===== config.mk =====
export PLATFORM = sky130hd
export DESIGN_NAME = axi_w_order_arbiter_flat
export DESIGN_NICKNAME = d
export VERILOG_FILES = /design/src/rtl/axi_node_pkg.sv /design/src/rtl/axi_w_order_arbiter_if.sv /design/src/rtl/axi_order_fifo.sv /design/src/rtl/axi_w_order_arbiter.sv /design/src/flat_wrapper.sv
export SDC_FILE = /design/constraint.sdc
export NUM_CORES = 1
export LEC_CHECK = 0
export ABC_CLOCK_PERIOD_IN_PS = 2600
export CAP_MARGIN = 20
export CORE_ASPECT_RATIO = 1.75
export CORE_MARGIN = 5
export CORE_UTILIZATION = 45
export DETAILED_ROUTE_END_ITERATION = 8
export PLACE_DENSITY = 0.76
export REMOVE_ABC_BUFFERS = 1
export SYNTH_ARGS = -nofsm -noshare
export SYNTH_HDL_FRONTEND = slang
export SYNTH_SLANG_ARGS = --single-unit

===== constraint.sdc =====
create_clock -name clk -period 2.6 [get_ports clk]
set_clock_uncertainty 0.1 [all_clocks]
set_input_delay 0.52 -clock clk [delete_from_list [all_inputs] [get_ports clk]]
set_output_delay 0.52 -clock clk [all_outputs]
set_load 0.02 [all_outputs]

===== src/rtl/axi_node_pkg.sv =====
// Shared AXI node types: W order FIFO entry layout and W arbiter FSM states.
package axi_node_pkg;

  localparam int unsigned W_LEN_W          = 8;
  localparam int unsigned NODE_N_TARG_PORT = 8;
  localparam int unsigned NODE_LOG_N       = $clog2(NODE_N_TARG_PORT);

  // Entry layout for the default node size; the arbiter rebuilds the same
  // layout at its own LOG_N so a differently sized node keeps the field order.
  typedef struct packed {
    logic [NODE_LOG_N-1:0] src;
    logic [W_LEN_W-1:0]    len;
  } w_order_entry_t;

  typedef enum logic {
    IDLE  = 1'b0,
    BURST = 1'b1
  } w_arb_state_e;

endpackage


===== src/rtl/axi_w_order_arbiter_if.sv =====
// Bus bundle for the W order arbiter: AW grant push side plus requester and
// initiator-port W handshakes. Optional macro: AXI_W_LEN_CHECK_EN adds len_error_o.
interface axi_w_order_arbiter_if #(
  parameter  int unsigned N_TARG_PORT = 8,
  localparam int unsigned LOG_N       = $clog2(N_TARG_PORT)
);

  logic                   push_i;
  logic [LOG_N-1:0]       push_src_i;
  logic [7:0]             push_len_i;
  logic                   grant_o;
  logic [N_TARG_PORT-1:0] wvalid_i;
  logic [N_TARG_PORT-1:0] wlast_i;
  logic [N_TARG_PORT-1:0] wready_o;
  logic                   wvalid_o;
  logic                   wlast_o;
  logic                   wready_i;
  logic [LOG_N-1:0]       wsel_o;
  logic                   busy_o;
`ifdef AXI_W_LEN_CHECK_EN
  logic                   len_error_o;

  modport slave (
    input  push_i, push_src_i, push_len_i, wvalid_i, wlast_i, wready_i,
    output grant_o, wready_o, wvalid_o, wlast_o, wsel_o, busy_o, len_error_o
  );
  modport master (
    output push_i, push_src_i, push_len_i, wvalid_i, wlast_i, wready_i,
    input  grant_o, wready_o, wvalid_o, wlast_o, wsel_o, busy_o, len_error_o
  );
`else
  modport slave (
    input  push_i, push_src_i, push_len_i, wvalid_i, wlast_i, wready_i,
    output grant_o, wready_o, wvalid_o, wlast_o, wsel_o, busy_o
  );
  modport master (
    output push_i, push_src_i, push_len_i, wvalid_i, wlast_i, wready_i,
    input  grant_o, wready_o, wvalid_o, wlast_o, wsel_o, busy_o
  );
`endif

endinterface


===== src/rtl/axi_order_fifo.sv =====
// Registered synchronous FIFO (no fall-through) holding outstanding AW grants.
// Push is ignored when full, pop is ignored when empty.
module axi_order_fifo #(
  parameter  int unsigned WIDTH = 3,
  parameter  int unsigned DEPTH = 8,
  localparam int unsigned AW    = $clog2(DEPTH)
) (
  input  logic             clk,
  input  logic             rst_n,
  input  logic             push,
  input  logic             pop,
  input  logic [WIDTH-1:0] wdata,
  output logic [WIDTH-1:0] rdata,
  output logic             full,
  output logic             empty,
  output logic [AW:0]      count
);

  logic [WIDTH-1:0] mem [DEPTH];
  logic [AW-1:0]    wr_ptr;
  logic [AW-1:0]    rd_ptr;
  logic             push_ok;
  logic             pop_ok;

  assign full    = (count == (AW+1)'(DEPTH));
  assign empty   = (count == '0);
  assign push_ok = push & ~full;
  assign pop_ok  = pop & ~empty;
  assign rdata   = mem[rd_ptr];

  // Storage array; contents are don't-care until written.
  always_ff @(posedge clk) begin
    if (push_ok) mem[wr_ptr] <= wdata;
  end

  // Pointers wrap naturally at the power-of-two depth; count tracks occupancy.
  always_ff @(posedge clk) begin
    if (!rst_n) begin
      wr_ptr <= '0;
      rd_ptr <= '0;
      count  <= '0;
    end else begin
      if (push_ok) wr_ptr <= wr_ptr + 1'b1;
      if (pop_ok)  rd_ptr <= rd_ptr + 1'b1;
      case ({push_ok, pop_ok})
        2'b10:   count <= count + 1'b1;
        2'b01:   count <= count - 1'b1;
        default: count <= count;
      endcase
    end
  end

endmodule


===== src/rtl/axi_w_order_arbiter.sv =====
// W data sequencer: forwards requester W beats to the initiator port strictly
// in AW grant order, popping the order FIFO on each accepted WLAST.
// Optional macro: AXI_W_LEN_CHECK_EN (stores AWLEN, flags WLAST/length mismatch).
module axi_w_order_arbiter
  import axi_node_pkg::*;
#(
  parameter  int unsigned N_TARG_PORT = 8,
  parameter  int unsigned FIFO_DEPTH  = 8,
  localparam int unsigned LOG_N       = $clog2(N_TARG_PORT)
) (
  input logic                  clk,
  input logic                  rst_n,
  axi_w_order_arbiter_if.slave bus
);

`ifdef AXI_W_LEN_CHECK_EN
  localparam int unsigned ENTRY_W = LOG_N + W_LEN_W;
`else
  localparam int unsigned ENTRY_W = LOG_N;
`endif
  localparam int unsigned CNT_W = $clog2(FIFO_DEPTH) + 1;

  w_arb_state_e       state_q, state_d;
  logic [ENTRY_W-1:0] fifo_wdata;
  logic [ENTRY_W-1:0] fifo_rdata;
  logic               fifo_full;
  logic               fifo_empty;
  logic [CNT_W-1:0]   fifo_count;
  logic [LOG_N-1:0]   head_src;
  logic [7:0]         beat_cnt;
  logic               in_burst;
  logic               push_ok;
  logic               accept;
  logic               pop;

`ifdef AXI_W_LEN_CHECK_EN
  logic [W_LEN_W-1:0] head_len;
  logic               err_q;
  assign fifo_wdata = {bus.push_src_i, bus.push_len_i};
  assign head_len   = fifo_rdata[W_LEN_W-1:0];
`else
  logic unused_len;
  assign unused_len = ^bus.push_len_i;
  assign fifo_wdata = bus.push_src_i;
`endif

  assign head_src = fifo_rdata[ENTRY_W-1 -: LOG_N];
  assign in_burst = (state_q == BURST);
  assign push_ok  = bus.push_i & ~fifo_full;
  // Accept/pop are derived straight from the selected requester so the
  // output process below never reads its own outputs.
  assign accept   = in_burst & bus.wvalid_i[head_src] & bus.wready_i;
  assign pop      = accept & bus.wlast_i[head_src];

  assign bus.grant_o = ~fifo_full;
  assign bus.busy_o  = ~fifo_empty;

  axi_order_fifo #(
    .WIDTH (ENTRY_W),
    .DEPTH (FIFO_DEPTH)
  ) u_fifo (
    .clk   (clk),
    .rst_n (rst_n),
    .push  (bus.push_i),
    .pop   (pop),
    .wdata (fifo_wdata),
    .rdata (fifo_rdata),
    .full  (fifo_full),
    .empty (fifo_empty),
    .count (fifo_count)
  );

  // FSM state register.
  always_ff @(posedge clk) begin
    if (!rst_n) state_q <= IDLE;
    else        state_q <= state_d;
  end

  // Next state and W steering toward the head requester.
  always_comb begin
    state_d      = state_q;
    bus.wvalid_o = 1'b0;
    bus.wlast_o  = 1'b0;
    bus.wready_o = '0;
    bus.wsel_o   = '0;
    case (state_q)
      IDLE: begin
        if (push_ok) state_d = BURST;
      end
      BURST: begin
        bus.wsel_o             = head_src;
        bus.wvalid_o           = bus.wvalid_i[head_src];
        bus.wlast_o            = bus.wlast_i[head_src];
        bus.wready_o[head_src] = bus.wready_i;
        if (pop && !push_ok && fifo_count == CNT_W'(1)) state_d = IDLE;
      end
      default: state_d = IDLE;
    endcase
  end

  // Beat counter within the current burst, cleared on the popping WLAST.
  always_ff @(posedge clk) begin
    if (!rst_n)      beat_cnt <= '0;
    else if (pop)    beat_cnt <= '0;
    else if (accept) beat_cnt <= beat_cnt + 1'b1;
  end

`ifdef AXI_W_LEN_CHECK_EN
  // Sticky flag: requester WLAST disagreed with the granted AWLEN.
  always_ff @(posedge clk) begin
    if (!rst_n) err_q <= 1'b0;
    else if (accept && (bus.wlast_i[head_src] != (beat_cnt == head_len))) err_q <= 1'b1;
  end
  assign bus.len_error_o = err_q;
`endif

endmodule


===== src/flat_wrapper.sv =====
// flat-port wrapper written by rule: the top's interface ports become plain ports
module axi_w_order_arbiter_flat import axi_node_pkg::*;
#(
  parameter  int unsigned N_TARG_PORT = 8,
  parameter  int unsigned FIFO_DEPTH  = 8,
  localparam int unsigned LOG_N       = $clog2(N_TARG_PORT)
)
  (clk, rst_n, bus_push_i, bus_push_src_i, bus_push_len_i, bus_wvalid_i, bus_wlast_i, bus_wready_i, bus_grant_o, bus_wready_o, bus_wvalid_o, bus_wlast_o, bus_wsel_o, bus_busy_o);
  axi_w_order_arbiter_if #(.N_TARG_PORT(N_TARG_PORT)) bus_i ();
  input logic clk;
  input logic rst_n;
  input wire logic [$bits(bus_i.push_i)-1:0] bus_push_i;
  input wire logic [$bits(bus_i.push_src_i)-1:0] bus_push_src_i;
  input wire logic [$bits(bus_i.push_len_i)-1:0] bus_push_len_i;
  input wire logic [$bits(bus_i.wvalid_i)-1:0] bus_wvalid_i;
  input wire logic [$bits(bus_i.wlast_i)-1:0] bus_wlast_i;
  input wire logic [$bits(bus_i.wready_i)-1:0] bus_wready_i;
  output wire logic [$bits(bus_i.grant_o)-1:0] bus_grant_o;
  output wire logic [$bits(bus_i.wready_o)-1:0] bus_wready_o;
  output wire logic [$bits(bus_i.wvalid_o)-1:0] bus_wvalid_o;
  output wire logic [$bits(bus_i.wlast_o)-1:0] bus_wlast_o;
  output wire logic [$bits(bus_i.wsel_o)-1:0] bus_wsel_o;
  output wire logic [$bits(bus_i.busy_o)-1:0] bus_busy_o;
  assign bus_i.push_i = bus_push_i;
  assign bus_i.push_src_i = bus_push_src_i;
  assign bus_i.push_len_i = bus_push_len_i;
  assign bus_i.wvalid_i = bus_wvalid_i;
  assign bus_i.wlast_i = bus_wlast_i;
  assign bus_i.wready_i = bus_wready_i;
  assign bus_grant_o = bus_i.grant_o;
  assign bus_wready_o = bus_i.wready_o;
  assign bus_wvalid_o = bus_i.wvalid_o;
  assign bus_wlast_o = bus_i.wlast_o;
  assign bus_wsel_o = bus_i.wsel_o;
  assign bus_busy_o = bus_i.busy_o;
  axi_w_order_arbiter #(.N_TARG_PORT(N_TARG_PORT), .FIFO_DEPTH(FIFO_DEPTH)) u_core (.clk(clk), .rst_n(rst_n), .bus(bus_i));
endmodule

# [Word level (Yosys, flattened, before mapping)]
# Memories as Yosys holds them, arrays and structs flattened. A register that Yosys moved wholly into a read port is not among the register bits.
# Index checks and enable logic that the tools add are counted.
[op_classes] addsub=4 n_lt_le_gt_ge=2 eq_ne=4 mux=17 n_bitwise=9 reduce_logical=6
[ops] operator="3-bit 2-to-1 mux" n=3
[ops] operator="8-bit AND" n=1
[ops] operator="1-bit 2-to-1 mux" n=8
[ops] operator="8-bit 2-to-1 mux" n=1
[ops] operator="4-bit one-hot mux with 2 select lines" n=1
[ops] operator="3-bit by 1-bit adder with 3-bit output, second input constant" n=2
[ops] operator="1-bit binary-select mux with 3-bit select" n=2
[ops] operator="1-bit AND" n=5
[ops] operator="4-bit by 1-bit adder with 4-bit output, second input constant" n=1
[ops] operator="4-bit by 1-bit equality test with 1-bit output, second input constant" n=1
[ops] operator="4-bit equality test, second input constant" n=1
[ops] operator="4-bit zero test" n=1
[ops] operator="3-bit by 4-bit less-than comparator with 1-bit output, second input constant" n=1
[ops] operator="4-bit by 1-bit subtractor with 4-bit output, second input constant" n=1
[ops] operator="1-bit demux with 3-bit select" n=1
[ops] operator="3-bit by 1-bit greater-or-equal comparator with 1-bit output, second input constant" n=1
[ops] operator="1-bit logical AND" n=3
[ops] operator="1-bit inverter" n=3
[ops] operator="2-bit by 1-bit equality test with 1-bit output, second input constant" n=1
[ops] operator="2-bit equality test, second input constant" n=1
[ops] operator="1-bit one-hot mux with 2 select lines" n=1
[ops] operator="2-bit nonzero test" n=1
[ops] operator="1-bit zero test" n=1
[word_totals] ff_bits=11 mem_bits_rw=24 out_inout_bits=15 mem_count=1
[memory_table] memory="u_core.u_fifo.mem" depth=8 width=3 rd=1 rd_clocked_by_memory_dff=1 wr=1 line="axi_order_fifo.sv:19" text="logic [WIDTH-1:0] mem [DEPTH];"

# [Depth between registers and ports, before layout]
[logic_depth] word_depth=9 depth_mapped=13 ltp_nobuf=11

# [Hierarchy]
# Synthesis repeated with hierarchy kept, for this count alone.
[unflattened] cells_unflattened=146 hier_area_um2=1883.1
[by_module_without_submodules] mod="axi_order_fifo" n_inst=1 cells_per_inst=109 area_each_um2=1579.0
[by_module_without_submodules] mod="axi_w_order_arbiter" n_inst=1 cells_per_inst=37 area_each_um2=304.0

# [Least setup slack after synthesis]
# No wires, ideal clock.
[synth_timing] path_type="reg2reg" startpoint="register with a tool-made name" endpoint="register u_core.u_fifo.count[2]" setup_time_ps=76 t_arrival_ps=2699 required_time_ps=2424 setup_slack_ps=-274 stages_incl_launch_ff=12 cell_sequence="dfxtp_1 > buf_6 > mux2i_1 > mux4_2 > buf_6 > mux2i_1 > a22oi_1 > nand3_2 > nor3_4 > ha_1 > or3_1 > a21boi_0"
[synth_rtl] element="to (signal assigned)" line="axi_order_fifo.sv:46" text="2'b10: count <= count + 1'b1;"
[synth_rtl] element="to (signal assigned)" line="axi_order_fifo.sv:47" text="2'b01: count <= count - 1'b1;"
[synth_rtl] element="to (signal assigned)" line="axi_order_fifo.sv:48" text="default: count <= count;"
[synth_rtl] element="to (decl)" line="axi_order_fifo.sv:16" text="output logic [AW:0] count"

==> metrics.csv <==
stage,metric,value,unit
floorplan,start_util,0.463,
place,io_buffer_count,37,
min_path,hold_depth,2,
synthesis,synth-seq-cells,38,
synthesis,synth_cells,178,
clock_tree,clk_latency,0.28,ns
synthesis,synth_top_area_frac,0.354,
grt,overflow,0,
synthesis,syn_area_per_cell,11.4,um^2
drt,drc,0,
pwr,p_int,1020,uW
timing,hold_slack,0.385,ns
clock_tree,cts_tree,done,
layout,drive_gt1_frac,0.340,
floorplan,core-area,4400,um^2
layout,nets,286,
drt,drt.antenna.violating_nets,0,
floorplan,dieArea,6030,um^2
timing,setup_viol,23,
synthesis,synth-edff-count,24,
timing,rsz0062_at_grt,true,
drt,vias_per_cell,5.26,
timing,setup_ws,-0.427,ns
grt,grt_max_degree,15,
place,hpwl,3280,um
drt,first_pass_iters,4,
timing,finalMaxSlewViolations,0,
clock_tree,clock_path_buffers,2,
timing,hold_viol_final,0,
min_path,worstHoldStart,u_core.u_fifo.rd_ptr[2]$_SDFFE_PN0P_,
timing,worst_pin_slew,0.462,ns
pwr,irDropWorstVdd,0.537,mV
synthesis,synthTopCellsByCount,"nor2_1, edfxtp_1, dfxtp_1",
timing,period_share,1.16,
timing,period_minus_slack,3.03,ns
run,drv_cap,0,
place,dp_slack,-0.569,ns
setup_path,r2r_cells,14,
synthesis,seq_area_frac_synth,0.491,
drt,routed_wl,4540,um
setup_path,end_kind,output pin,
synthesis,async_flop_share,0,
setup_path,r2r_end,u_core.u_fifo.count[3]$_SDFFE_PN0P_,
synthesis,synth_flop_cell,edfxtp_1,
layout,n_antenna_cell,0,
floorplan,ios,46,
clock_tree,htreeDepth,2,
setup_path,crit_required,1.98,ns
layout,synthToLayoutAreaGrowth,41.7,%
synthesis,yosys_warnings,0,
floorplan,rows,32,
synthesis,netlist-cell-type-count,45,
min_path,hp-class,flip-flop to flip-flop,
clock_tree,cts_buffers,5,
setup_path,worstPathArrival,2.41,ns
synthesis,synth_area,2040,um^2
run_status,violations,setup timing,
run_status,outcome,finished with violations,
grt,antenna_found_initial,0,
pwr,power.leakage,0.00108,uW
pwr,netSwitchingPower,361,uW
clock_tree,holdBufCountCts,0,
drt,drt_iter0_markers,49,
synthesis,synth.most_common_cell,nor2_1,
floorplan,die_height,99,um
place,place_congestion,0.798,
setup_path,path_class,flip-flop to output pin,
setup_path,r2r_slack,-0.41,ns
drt,wl_per_cell,15.1,um
drt,routed-via-count,1584,
layout,design_area,2890,um^2
pwr,pwr-share-seq,0.484,
floorplan,die_w,60.9,um
synthesis,synth.area.top_cells,"edfxtp_1, dfxtp_1, mux2i_1",
pwr,power_density,480,nW/um^2
pwr,clkPwrFrac,0.278,
clock_tree,clock_sinks,38,
grt,grt_usage,0.169,
setup_path,worst-path-max-fanout,6,
place,placed_area,2580,um^2
pwr,swShare,0.261,
timing,maxSlewHeadroom,0.689,
setup_path,cp-start-kind,flip-flop,
clock_tree,clk_pin_slew_worst_paths,0.07,ns
grt,grt_pass1_wl,7460,um
synthesis,synth_top_cell_by_area,edfxtp_1,
clock_tree,cts-root-buf,clkbuf_8,
pwr,p_comb_frac,0.238,
timing,timing.fmax,330,MHz
grt,first_global_vias,1616,
how the worst max path moves through the flow:
| stage | to | slack, ns |
|---|---|---|
| 6_report | bus_wvalid_o | -0.43 |
| 5_1_grt | u_core.u_fifo.count[3]$_SDFFE_PN0P_ | -0.54 |
| 3_5_place_dp | bus_wvalid_o | -0.57 |
| 4_1_cts | u_core.u_fifo.count[2]$_SDFFE_PN0P_ | -0.41 |
| 3_3_place_gp | bus_wvalid_o | -0.57 |
| 2_1_floorplan | u_core.u_fifo.count[2]$_SDFFE_PN0P_ | -0.45 |
per-stage QoR:
stage | instances | TNS (ns) | power [uW] | util
global route | 301 | -7.51 | 1470 | 0.655
finish | 301 | -4.79 | 1380 | 0.655
floorplan | 173 | -1.58 | 813 | -
global placement | 280 | -5.28 | 933 | 0.586
CTS | 297 | -4.92 | 1360 | 0.636
detailed placement | 280 | -5.49 | 936 | 0.586
cells in the final DEF, fill, tap and decap left out, types with 2 or more instances in the layout:
cell type	netlist	final
nand2_1	11	11
ha_1	6	5
clkinv_2	1	2
nor2_1	31	27
and2_1	4	4
buf_2	1	3
clkbuf_8	1	5
nor3_1	6	6
a21boi_0	3	2
a21oi_1	5	4
dfxtp_1	14	13
nand3_1	4	3
mux2i_1	13	11
mux4_2	5	6
o21ai_0	4	3
inv_1	6	6
mux2i_2	0	2
buf_4	0	25
and2_0	2	2
nor2_2	0	3
a22oi_2	0	2
edfxtp_1	24	24
mux2i_4	2	2
nand2b_1	6	5
xnor2_1	3	2
buf_6	2	16
clkdlybuf4s50_1	0	23
cell type report:
cell class                 count  area, um^2
multi-input combinational    128        1070
sequential                    38        1000
timing repair buffer          69         637
clock buffer                   5        68.8
inverter                       7        27.5
fill                         324        1520
clock inverter                 3        16.3
tap                           51        63.8
power groups by stage:
stage	Sequential, uW	Combinational [uW]	Clock (uW)
floorplan	683	130	0
detailed placement	683	253	0
global placement	683	250	0
finish	670	330	385
CTS	670	298	395
global route	673	358	435
sequential cells by signal (all words and copies together), names as in the netlist, named ones only:
name                  cells
u_core.in_burst           1
u_core.u_fifo.mem        24
u_core.u_fifo.wr_ptr      3
u_core.u_fifo.rd_ptr      3
u_core.u_fifo.count       4
critical path, stage by stage (launching register included):
cell and delay, ns:
dfxtp_4 0.41, buf_6 0.14, mux4_2 0.54, mux2i_4 0.24, nor2_2 0.10, a22oi_2 0.22, buf_4 0.15, o2111a_1 0.20
buf_6 0.12
routing by layer:
metal	GRT usage	up-vias	share of wire	routed length, um
li1	-	782	-	-
met1	0.157	749	0.33	1520
met2	0.321	42	0.58	2660
met3	0.0354	11	0.047	215
met4	0.0851	0	0.032	147
met5	0	-	0	0
kinds of logic after synthesis:
logic type      after synthesis  synth area share
simple gates                 76             0.190
flops                        38             0.491
mux                          22             0.160
compound gates               20            0.0688
buf+inv                      12            0.0356
fa+ha+maj                     6            0.0369
xor+xnor                      4            0.0172
timing repair:
item,CTS,global route
resized for setup,90,19
endpoints found under the setup margin,23,24
pin swaps,8,7
setup buffers,11,8
(Power assumes the default switching activity.)
